File: src/rtl/btn_conditioner.sv
// Push-button front end: two-flop synchroniser, per-channel debounce FSM,
// and registered one-cycle press / release / hold strobes.
module btn_conditioner #(
   parameter int NUM_BTNS        = 4,
   parameter int DEBOUNCE_CYCLES = 250000,
   parameter int HOLD_CYCLES     = 24000000
) (
   input  logic                hw_clk,
   input  logic                rst,
   input  logic [NUM_BTNS-1:0] btn_raw_n,
   output logic [NUM_BTNS-1:0] btn_clean_n,
   output logic [NUM_BTNS-1:0] btn_press,
   output logic [NUM_BTNS-1:0] btn_release,
   output logic [NUM_BTNS-1:0] btn_hold
);

   localparam int DB_W   = $clog2(DEBOUNCE_CYCLES);
   localparam int HOLD_W = $clog2(HOLD_CYCLES + 1);

   localparam logic [DB_W-1:0]   DB_LAST   = DB_W'(DEBOUNCE_CYCLES - 1);
   localparam logic [HOLD_W-1:0] HOLD_LAST = HOLD_W'(HOLD_CYCLES - 1);
   localparam logic [HOLD_W-1:0] HOLD_MAX  = HOLD_W'(HOLD_CYCLES);

   // Encoding chosen so the state bit is the active-low clean level itself.
   typedef enum logic {
      ST_DOWN = 1'b0,
      ST_UP   = 1'b1
   } btn_state_e;

   logic [NUM_BTNS-1:0] sync1_q;
   logic [NUM_BTNS-1:0] sync2_q;

   // Two-flop synchroniser; reset value 1 means "not pressed".
   always_ff @(posedge hw_clk) begin
      if (rst) begin
         sync1_q <= {NUM_BTNS{1'b1}};
         sync2_q <= {NUM_BTNS{1'b1}};
      end else begin
         sync1_q <= btn_raw_n;
         sync2_q <= sync1_q;
      end
   end

   for (genvar i = 0; i < NUM_BTNS; i++) begin : g_chan
      btn_state_e        state_q, state_d;
      logic [DB_W-1:0]   db_cnt_q, db_cnt_d;
      logic [HOLD_W-1:0] hold_cnt_q, hold_cnt_d;
      logic              press_q, press_d;
      logic              release_q, release_d;
      logic              hold_q, hold_d;
      logic              stable_s;
      logic              db_done_s;

      // A single cycle of agreement restarts the debounce window.
      assign stable_s  = (sync2_q[i] == logic'(state_q));
      assign db_done_s = (db_cnt_q == DB_LAST);

      // Next-state, debounce/hold counters and strobe decode for one channel.
      always_comb begin
         state_d    = state_q;
         db_cnt_d   = db_cnt_q;
         hold_cnt_d = hold_cnt_q;
         press_d    = 1'b0;
         release_d  = 1'b0;
         hold_d     = 1'b0;
         case (state_q)
            ST_UP: begin
               hold_cnt_d = '0;
               if (stable_s) begin
                  db_cnt_d = '0;
               end else if (db_done_s) begin
                  state_d  = ST_DOWN;
                  db_cnt_d = '0;
                  press_d  = 1'b1;
               end else begin
                  db_cnt_d = db_cnt_q + DB_W'(1);
               end
            end
            ST_DOWN: begin
               if (!stable_s && db_done_s) begin
                  // Release takes priority over a hold landing on the same edge.
                  state_d    = ST_UP;
                  db_cnt_d   = '0;
                  hold_cnt_d = '0;
                  release_d  = 1'b1;
               end else begin
                  if (stable_s) begin
                     db_cnt_d = '0;
                  end else begin
                     db_cnt_d = db_cnt_q + DB_W'(1);
                  end
                  // Count from the press cycle, fire once, then saturate.
                  if (hold_cnt_q < HOLD_MAX) begin
                     hold_cnt_d = hold_cnt_q + HOLD_W'(1);
                     hold_d     = (hold_cnt_q == HOLD_LAST);
                  end else begin
                     hold_cnt_d = hold_cnt_q;
                  end
               end
            end
            default: begin
               state_d    = ST_UP;
               db_cnt_d   = '0;
               hold_cnt_d = '0;
            end
         endcase
      end

      // Channel state, counters and registered strobes.
      always_ff @(posedge hw_clk) begin
         if (rst) begin
            state_q    <= ST_UP;
            db_cnt_q   <= '0;
            hold_cnt_q <= '0;
            press_q    <= 1'b0;
            release_q  <= 1'b0;
            hold_q     <= 1'b0;
         end else begin
            state_q    <= state_d;
            db_cnt_q   <= db_cnt_d;
            hold_cnt_q <= hold_cnt_d;
            press_q    <= press_d;
            release_q  <= release_d;
            hold_q     <= hold_d;
         end
      end

      assign btn_clean_n[i] = logic'(state_q);
      assign btn_press[i]   = press_q;
      assign btn_release[i] = release_q;
      assign btn_hold[i]    = hold_q;
   end

endmodule

File: config.mk
export PLATFORM = sky130hd
export DESIGN_NAME = btn_conditioner
export DESIGN_NICKNAME = d
export VERILOG_FILES = /design/src/rtl/btn_conditioner.sv
export SDC_FILE = /design/constraint.sdc
export NUM_CORES = 1
export LEC_CHECK = 0
export CAP_MARGIN = 20
export CORE_ASPECT_RATIO = 1.5
export CORE_MARGIN = 5
export CORE_UTILIZATION = 65
export DETAILED_ROUTE_END_ITERATION = 8
export DONT_BUFFER_PORTS = 1
export HOLD_SLACK_MARGIN = 0.05
export PLACE_DENSITY = 0.81
export SYNTH_ARGS = -nofsm -noshare
export SYNTH_HDL_FRONTEND = slang
export SYNTH_SLANG_ARGS = --single-unit
File: constraint.sdc
create_clock -name hw_clk -period 4.14 [get_ports hw_clk]
set_input_delay 1.035 -clock hw_clk [delete_from_list [all_inputs] [get_ports hw_clk]]
set_output_delay 1.035 -clock hw_clk [all_outputs]
set_load 0.05 [all_outputs]
# == Word-level counts from Yosys, hierarchy flattened ==
# Index checks and enable logic that the tools add are counted.
# W data, S select, Z words.
# totals
regBits,196
wordCells,134
in_bits,6
out_inout_bits,16
# classes
bitwise_logic,8
n_lt_le_gt_ge,4
n_reduce_logical,20
eq_ne,16
n_mux,52
addsub,8
# op_table
operator,count
$mux W18,16
$mux W25,8
$pmux W25 S2,4
$pmux W18 S2,4
$add A25 B1 Y25 const B,4
$eq A25 B25 Y1 const B,4
$lt A25 B25 Y1 const B,4
$add A18 B1 Y18 const B,4
$eq A18 B18 Y1 const B,4
$mux W1,16
$reduce_or A4 Y1,4
$ne A3 B3 Y1 const B,4
$reduce_or A3 Y1,4
$not A1 Y1,8
$pmux W1 S2,4
$reduce_or A2 Y1,4
$eq A1 B1 Y1,4
$logic_and A1 B1 Y1,4
$logic_not A1 Y1,4

# == Longest topological paths before layout ==
# Gate-level depths: netlist of the first run.
# depth
ltp_word,5
ltp_mapped,8
mapped_depth_nobuf,6

# == Worst setup path before layout of the first run ==
# OpenSTA, ideal clock, no wires.
# synth_timing
kind,in2reg
start,input port rst
end,register g_chan[1].hold_cnt_q[16]
required_time_ps,4080
t_arrival_ps,2244
path_buffers,1
stages,5
setup_ps,60
setup_slack_ps,1836
path_cell_list,clkbuf_1 > or2_2 > a21o_1 > or4_1 > nand2_1
# synth_rtl
item,line_no,text
start: declaration,9,"input logic rst,"
end signal: assignment,121,hold_cnt_q <= hold_cnt_d;
end: declaration,47,"logic [HOLD_W-1:0] hold_cnt_q, hold_cnt_d;"

# == Worst setup path in the final report of the first run ==
# layout_timing
start,register g_chan[3].db_cnt_q[0]
end,register g_chan[3].hold_cnt_q[5]
# layout_via
elab_chain_cells,4
word_cells_on_any_way,5
cone_classes,eq/ne: 2; mux: 2; reduce/logical: 1
# layout_rtl
item,line_no,text
start: declaration,46,"logic [DB_W-1:0] db_cnt_q, db_cnt_d;"
start signal: assignment,120,db_cnt_q <= db_cnt_d;
$eq A18 B18 Y1 *,56,assign db_done_s = (db_cnt_q == DB_LAST);
$logic_and A1 B1 Y1 *,80,if (!stable_s && db_done_s) begin
$mux W25,80,
$pmux W25 S2,66,case (state_q)
end signal: assignment,121,
end: declaration,47,
# Every way passes the cells marked *; elsewhere a longest branch is shown, timed or not.
# A chain may end at the register's enable or synchronous reset.

==> impl_metrics.yaml, run 1 <==
run_status:
  status: "finished clean"
hold_path:
  whs_endpoint: "sync2_q[3]"
  min_path_cells: 1
  hold_class: "flip-flop to flip-flop"
  worstHoldStart: "sync1_q[3]"
floorplan:
  io_pins: 22
  rows: 53
  core-area_um2: 13900
  die_y_um: 156
  die_w_um: 107
  start_util_pct: 66.0
  dieArea_um2: 16700
routing:
  drt_iter0_drc: 349
  final_antenna_net_count: 0
  wire_per_inst_um: 14.2
  finalWirelength_um: 17200
  vias_per_cell: 6.17
  vias: 7487
  dr.pass1.iters: 5
  drc: 0
final_layout:
  layout.nets: 1051
  fillers: 1111
  syn_to_final_growth_pct: 5.99
  num_antenna_cells: 0
  drive_above_1_share_pct: 5.91
  multi_input_area_um2: 4900
  seq_area_um2: 3920
worst_setup_path:
  path_cells: "ha_1, nand4_1, nor2_1, a211o_1, or4_1, nand2_1"
  worstReg2RegEnd: "g_chan[3].hold_cnt_q[5]"
  critPathRequiredTime_ps: 4510
  ff2ff_setup_slack_ps: 1830
  path_buf_inv: 0
  critPathCaptureType: "flip-flop"
  crit_type: "flip-flop to flip-flop"
  r2r_start: "g_chan[3].db_cnt_q[0]"
  crit_fanout: 25
  crit_slowest_cell: "a211o_1"
  cp-start-kind: "flip-flop"
  crit_arrival_ps: 2680
  path_delay_family: "simple AND/OR/NAND/NOR gates"
  rr_worst_depth: 6
  max_stage_delay_ps: 610
pwr:
  p_int_mw: 2.93
  pwr-share-clk_pct: 47.4
  peakVddDrop_mv: 0.304
  p_sw_uw: 687
  switching_share_pct: 19.0
  combPwrFrac_pct: 0.3
  p_leak_nw: 2.88
  sequentialPowerShare_pct: 52.3
  power.density_nw_per_um2: 372
cts:
  cts.sinks: 196
  ctsResizeCount: 0
  path_clk_slew_ps: 60
  cts_made_buffers: 17
  htree_levels: 4
  cts_tree: "done"
  postCtsSetupBuffers: 0
  cts_max_path_buffers: 2
  cts_hold_buf: 0
  cts_root_buf: "clkbuf_16"
  clk-insertion-delay-late_ps: 430
logic_synthesis:
  synth_nets: 1079
  ys_types: 59
  yosys.area.top_type: "dfxtp_1"
  synth_seq_cells: 196
  netlist_instances: 1065
  synth.top_cell.area_share_pct: 42.7
  synth_flop_cell: "dfxtp_1"
  avgSynthCellArea_um2: 8.63
  syn_area_um2: 9190
  synth_edf_count: 0
  synthArstFlopShare_pct: 0
  yosys_warnings: 0
  yosysSeqAreaShare_pct: 42.7
  yosys-top-cells-area: "dfxtp_1 (43%), nor2_1 (4.9%), xnor2_1 (4.3%), a21oi_1 (4.0%), nand3_1 (3.9%)"
  synthMostInstantiatedCell: "dfxtp_1"
  synth_top_cells_by_count: "dfxtp_1 (196), nor2_1 (120), a21oi_1 (73), nand3_1 (72), nand2_1 (68)"
grt:
  grt_pass1_wl_um: 30100
  grt_max_degree: 46
  grt_pass1_vias: 6947
  grt.total_usage_pct: 21.6
  antenna_found_initial: 0
  overflow: 0
timing:
  layout_worst_path_cycle_share_pct: 55.8
  setup_viol: 0
  fin_crit_ps: 2310
  slew_headroom_pct: 38.9
  whs_ps: 407
  final-hold-violation-count: 0
  setup_tns_ps: 0
  finalClockSkew_ps: 4.93
  slew_violations: 0
  tightest_slew_ps: 913
  fmax_mhz: 433
  rsz0062_at_grt: "false"
placement:
  place_congestion: 0.827
  dpl.hpwl_um: 11900
  io_buffers: 0
flow_run:
  cap_violations: 0
-- power by group through the flow --
stage          Combinational [mW]  Sequential (mW)  Clock (mW)
2_1_floorplan              0.0139             1.93           0
3_5_place_dp               0.0122             1.94           0
5_1_grt                    0.0137             1.89        1.83
6_report                   0.0119             1.89        1.72
3_3_place_gp               0.0121             1.94           0
4_1_cts                    0.0123             1.89        1.75
-- metal layers --
layer | GRT usage, % | up-vias | part of all wire, %
met5 | 0 | - | 0
met4 | 7.92 | 0 | 1.8
met3 | 5.09 | 23 | 3.2
met2 | 39.7 | 91 | 52
met1 | 23.9 | 3550 | 43
li1 | - | 3823 | -
-- flip-flops by register name, indices dropped and copies added (netlist names), named ones only --
| signal | cells |
|---|---|
| g_chan.db_cnt_q | 72 |
| g_chan.hold_cnt_q | 100 |
| g_chan.hold_q | 4 |
| g_chan.press_q | 4 |
| g_chan.release_q | 4 |
| sync1_q | 4 |
| sync2_q | 4 |
-- per-stage QoR --
stage | setup slack (ps) | instance area (um^2) | util, % | cells | power [mW]
after floorplan | 1840 | 9190 | - | 1065 | 1.95
after global placement | 1660 | 9110 | 65.4 | 1182 | 1.95
after detailed placement | 1620 | 9110 | 65.4 | 1182 | 1.95
after CTS | 1790 | 9730 | 69.9 | 1213 | 3.66
after global routing | 1620 | 9740 | 69.9 | 1214 | 3.74
final | 1830 | 9740 | 69.9 | 1214 | 3.62
-- worst register-to-register path: stages, from the launching register on --
cell     delay, ps
dfxtp_1        340
ha_1           250
nand4_1        250
nor2_1         130
a211o_1        610
or4_1          610
nand2_1         80
-- cell families after synthesis --
family | after synthesis | synth area share (%)
muxes | 5 | 0.545
and+or+nand+nor | 509 | 30.5
AOI/OAI and AO/OA | 196 | 13.2
xor gates and xnor gates | 82 | 7.82
DFF | 196 | 42.7
adders and majority gates | 8 | 1.09
buffers and inverters | 69 | 4.11
-- final cells by class --
type,instances,area share (%)
Clock buffer,23,4.81
Clock inverter,8,1.54
Inverter,20,0.771
Multi-Input combinational cell,800,50.3
Sequential cell,196,40.3
Tap cell,165,2.12
Timing Repair Buffer,2,0.154
-- worst max path at each step --
| stage | start | end | slack, ps | depth (start not counted) |
|---|---|---|---|---|
| after global placement | rst | g_chan[1].hold_cnt_q[19] | 1660 | 4 |
| after floorplan | rst | g_chan[1].hold_cnt_q[16] | 1840 | 5 |
| after global routing | g_chan[1].db_cnt_q[7] | g_chan[1].hold_cnt_q[16] | 1620 | 5 |
| final | g_chan[3].db_cnt_q[0] | g_chan[3].hold_cnt_q[5] | 1830 | 6 |
| after CTS | g_chan[2].hold_cnt_q[21] | g_chan[2].hold_cnt_q[4] | 1790 | 5 |
| after detailed placement | rst | g_chan[1].hold_cnt_q[19] | 1620 | 4 |
-- cell usage in the layout, fill, tap and decap left out, types with 4 or more instances in the layout --
| master | synthesis | layout |
|---|---|---|
| nand2_1 | 68 | 68 |
| clkbuf_1 | 14 | 4 |
| o31ai_1 | 19 | 18 |
| nor3b_1 | 5 | 5 |
| nand4_1 | 37 | 37 |
| or3_1 | 45 | 45 |
| nor3_1 | 23 | 23 |
| and2_1 | 8 | 8 |
| nor4_1 | 18 | 18 |
| a21oi_1 | 73 | 73 |
| o21ai_1 | 11 | 11 |
| o21a_1 | 10 | 10 |
| nand3_1 | 72 | 72 |
| o21ai_0 | 40 | 40 |
| and3_1 | 23 | 23 |
| or2_2 | 14 | 14 |
| and4_1 | 11 | 11 |
| a211oi_1 | 5 | 5 |
| nor2_1 | 120 | 120 |
| o211ai_1 | 16 | 16 |
| nor4b_1 | 8 | 8 |
| inv_1 | 20 | 20 |
| mux2i_1 | 5 | 5 |
| ha_1 | 8 | 8 |
| or4_1 | 32 | 32 |
| dfxtp_1 | 196 | 196 |
| clkinvlp_4 | 0 | 4 |
| clkbuf_16 | 0 | 17 |
| bufinv_16 | 0 | 4 |
| xnor2_1 | 45 | 45 |
| xor2_1 | 37 | 37 |
No activity file was read; power rests on OpenSTA's default activity.
==> inputs of run 2 (changes only) <==
--- a/config.mk
+++ b/config.mk
@@ -8,11 +8,11 @@
 export CAP_MARGIN = 20
 export CORE_ASPECT_RATIO = 1.5
 export CORE_MARGIN = 5
-export CORE_UTILIZATION = 65
+export CORE_UTILIZATION = 57
 export DETAILED_ROUTE_END_ITERATION = 8
 export DONT_BUFFER_PORTS = 1
 export HOLD_SLACK_MARGIN = 0.05
-export PLACE_DENSITY = 0.81
+export PLACE_DENSITY = 0.75
 export SYNTH_ARGS = -nofsm -noshare
 export SYNTH_HDL_FRONTEND = slang
 export SYNTH_SLANG_ARGS = --single-unit
==> constraint.sdc (replaced) <==
create_clock -name hw_clk -period 1.95 [get_ports hw_clk]
set_input_delay 0.4875 -clock hw_clk [delete_from_list [all_inputs] [get_ports hw_clk]]
set_output_delay 0.4875 -clock hw_clk [all_outputs]
set_load 0.05 [all_outputs]
==> impl_metrics.yaml, run 2 (synthesis gave the netlist of run 1 again) <==
grt:
  grt_pass1_wl_um: 31400
  overflow: 0
  antenna_found_initial: 1
  grt_pass1_vias: 7347
  grt_max_degree: 32
  grt.total_usage_pct: 19.9
worst_setup_path:
  crit_type: "flip-flop to flip-flop"
  critPathCaptureType: "flip-flop"
  path_buf_inv: 1
  cp-start-kind: "flip-flop"
  critical_path.startpoint: "g_chan[2].hold_cnt_q[15]"
  crit_arrival_ps: 2260
  r2r_start: "g_chan[2].hold_cnt_q[15]"
  crit_fanout: 20
  crit_slowest_cell: "or4_1"
  max_stage_delay_ps: 510
  path_delay_family: "simple AND/OR/NAND/NOR gates"
  path_cells: "nor3_1, o21a_2, o21ai_1, buf_12, or4_1, a21oi_1"
  critPathRequiredTime_ps: 2310
final_layout:
  final_cell_mix: "dfxtp_1 (194), nor2_1 (120), buf_4 (79)"
  drive_above_1_share_pct: 14.5
  largest_register_ff_count: 100
  largest_register: "g_chan.hold_cnt_q"
  layout.nets: 1134
  mostFrequentLayoutCell: "dfxtp_1"
  fillers: 1336
  reg_top3: "g_chan.hold_cnt_q (100), g_chan.db_cnt_q (72)"
  syn_to_final_growth_pct: 14.8
floorplan:
  dieArea_um2: 18800
  die_y_um: 165
  die_w_um: 114
  rows: 57
  core-area_um2: 16000
  io_pins: 22
  start_util_pct: 57.2
routing:
  vias_per_cell: 5.79
  finalWirelength_um: 18300
  drt_iter0_drc: 369
  dr.pass1.iters: 4
  final_antenna_net_count: 0
  drc: 0
  wire_per_inst_um: 13.7
  vias: 7743
timing:
  final-hold-violation-count: 0
  slew_headroom_pct: 61.6
  fmax_mhz: 529
  tightest_slew_ps: 569
  setup_viol: 0
  rsz0062_at_grt: "true"
  layout_worst_path_cycle_share_pct: 97.0
  setup_tns_ps: 0
  finalClockSkew_ps: 8.64
  slew_violations: 0
  fin_crit_ps: 1890
placement:
  io_buffers: 0
  place_congestion: 0.827
  dpl.hpwl_um: 12900
cts:
  path_clk_slew_ps: 60
  clk-insertion-delay-late_ps: 430
  cts_tree: "done"
  htree_levels: 4
  cts_made_buffers: 17
  cts.sinks: 196
  cts_max_path_buffers: 2
  cts_root_buf: "clkbuf_16"
hold_path:
  worstHoldStart: "rst"
  hold_class: "input port to flip-flop"
flow_run:
  cap_violations: 0
run_status:
  status: "finished clean"
pwr:
  p_leak_nw: 3.32
  power_mw: 7.53
  peakVddDrop_mv: 0.502
  power.density_nw_per_um2: 714
==> run 2: what timing repair did <==
action	4_1_cts	5_1_grt
hold buffers	0	0
endpoints found under the setup margin	1	111
setup buffers	0	8
pin swaps	0	11
gates resized for setup	1	25
==> run 2: area by class of cell <==
cell class / instances / area [um^2] / area share [%]
Multi-Input combinational cell: 800 / 5010 / 47.5
Sequential cell: 196 / 3930 / 37.2
Timing Repair Buffer: 85 / 696 / 6.59
Clock buffer: 22 / 454 / 4.31
Tap cell: 206 / 258 / 2.44
Clock inverter: 8 / 129 / 1.22
Inverter: 20 / 75.1 / 0.712
Antenna cell: 1 / 2.50 / 0.0237
==> run 2: report_power, final <==
group	internal, mW	total (mW)	switching (mW)	leakage [nW]
clock	2.04	3.48	1.44	0.269
sequential	4.01	4.02	0.00799	1.58
combinational	0.0156	0.0324	0.0168	1.47
==> run 2: metal layers <==
layer / part of all wire [%] / track usage [%] / up-vias / wire length [um]
met5: 0 / 0 / - / 0
met4: 1.9 / 7.93 / 0 / 353
met3: 2.0 / 4.01 / 25 / 369
met2: 53 / 36.5 / 74 / 9660
met1: 43 / 22.2 / 3665 / 7940
li1: - / - / 3979 / -
==> run 2: worst reg2reg max path: cells and delay by family, from the launching register on <==
family / cells / cell delay (ps)
AO/OA/AOI/OAI: 3 / 520
buffers and inverters: 1 / 180
flip-flops: 1 / 330
AND/OR/NAND/NOR: 2 / 810
==> run 2: per-stage QoR <==
step	instances	worst slack (ps)	hold WS [ps]	util, %	cell area (um^2)
after floorplan	1065	32.5	389	-	9190
after global routing	1338	-24.6	125	65.7	10500
after detailed placement	1299	-7.74	395	61.0	9780
after global placement	1299	-11.6	390	61.0	9780
after CTS	1329	31.8	118	64.6	10400
final	1338	58.5	141	65.7	10500
==> run 2: worst paths after layout <==
path | to | slack [ps] | cells after the start
max | g_chan[2].hold_cnt_q[11] | 60 | 6
min | g_chan[1].press_q | 140 | 1
max reg2reg | g_chan[2].hold_cnt_q[11] | 60 | 6
min reg2reg | sync2_q[3] | 410 | 1
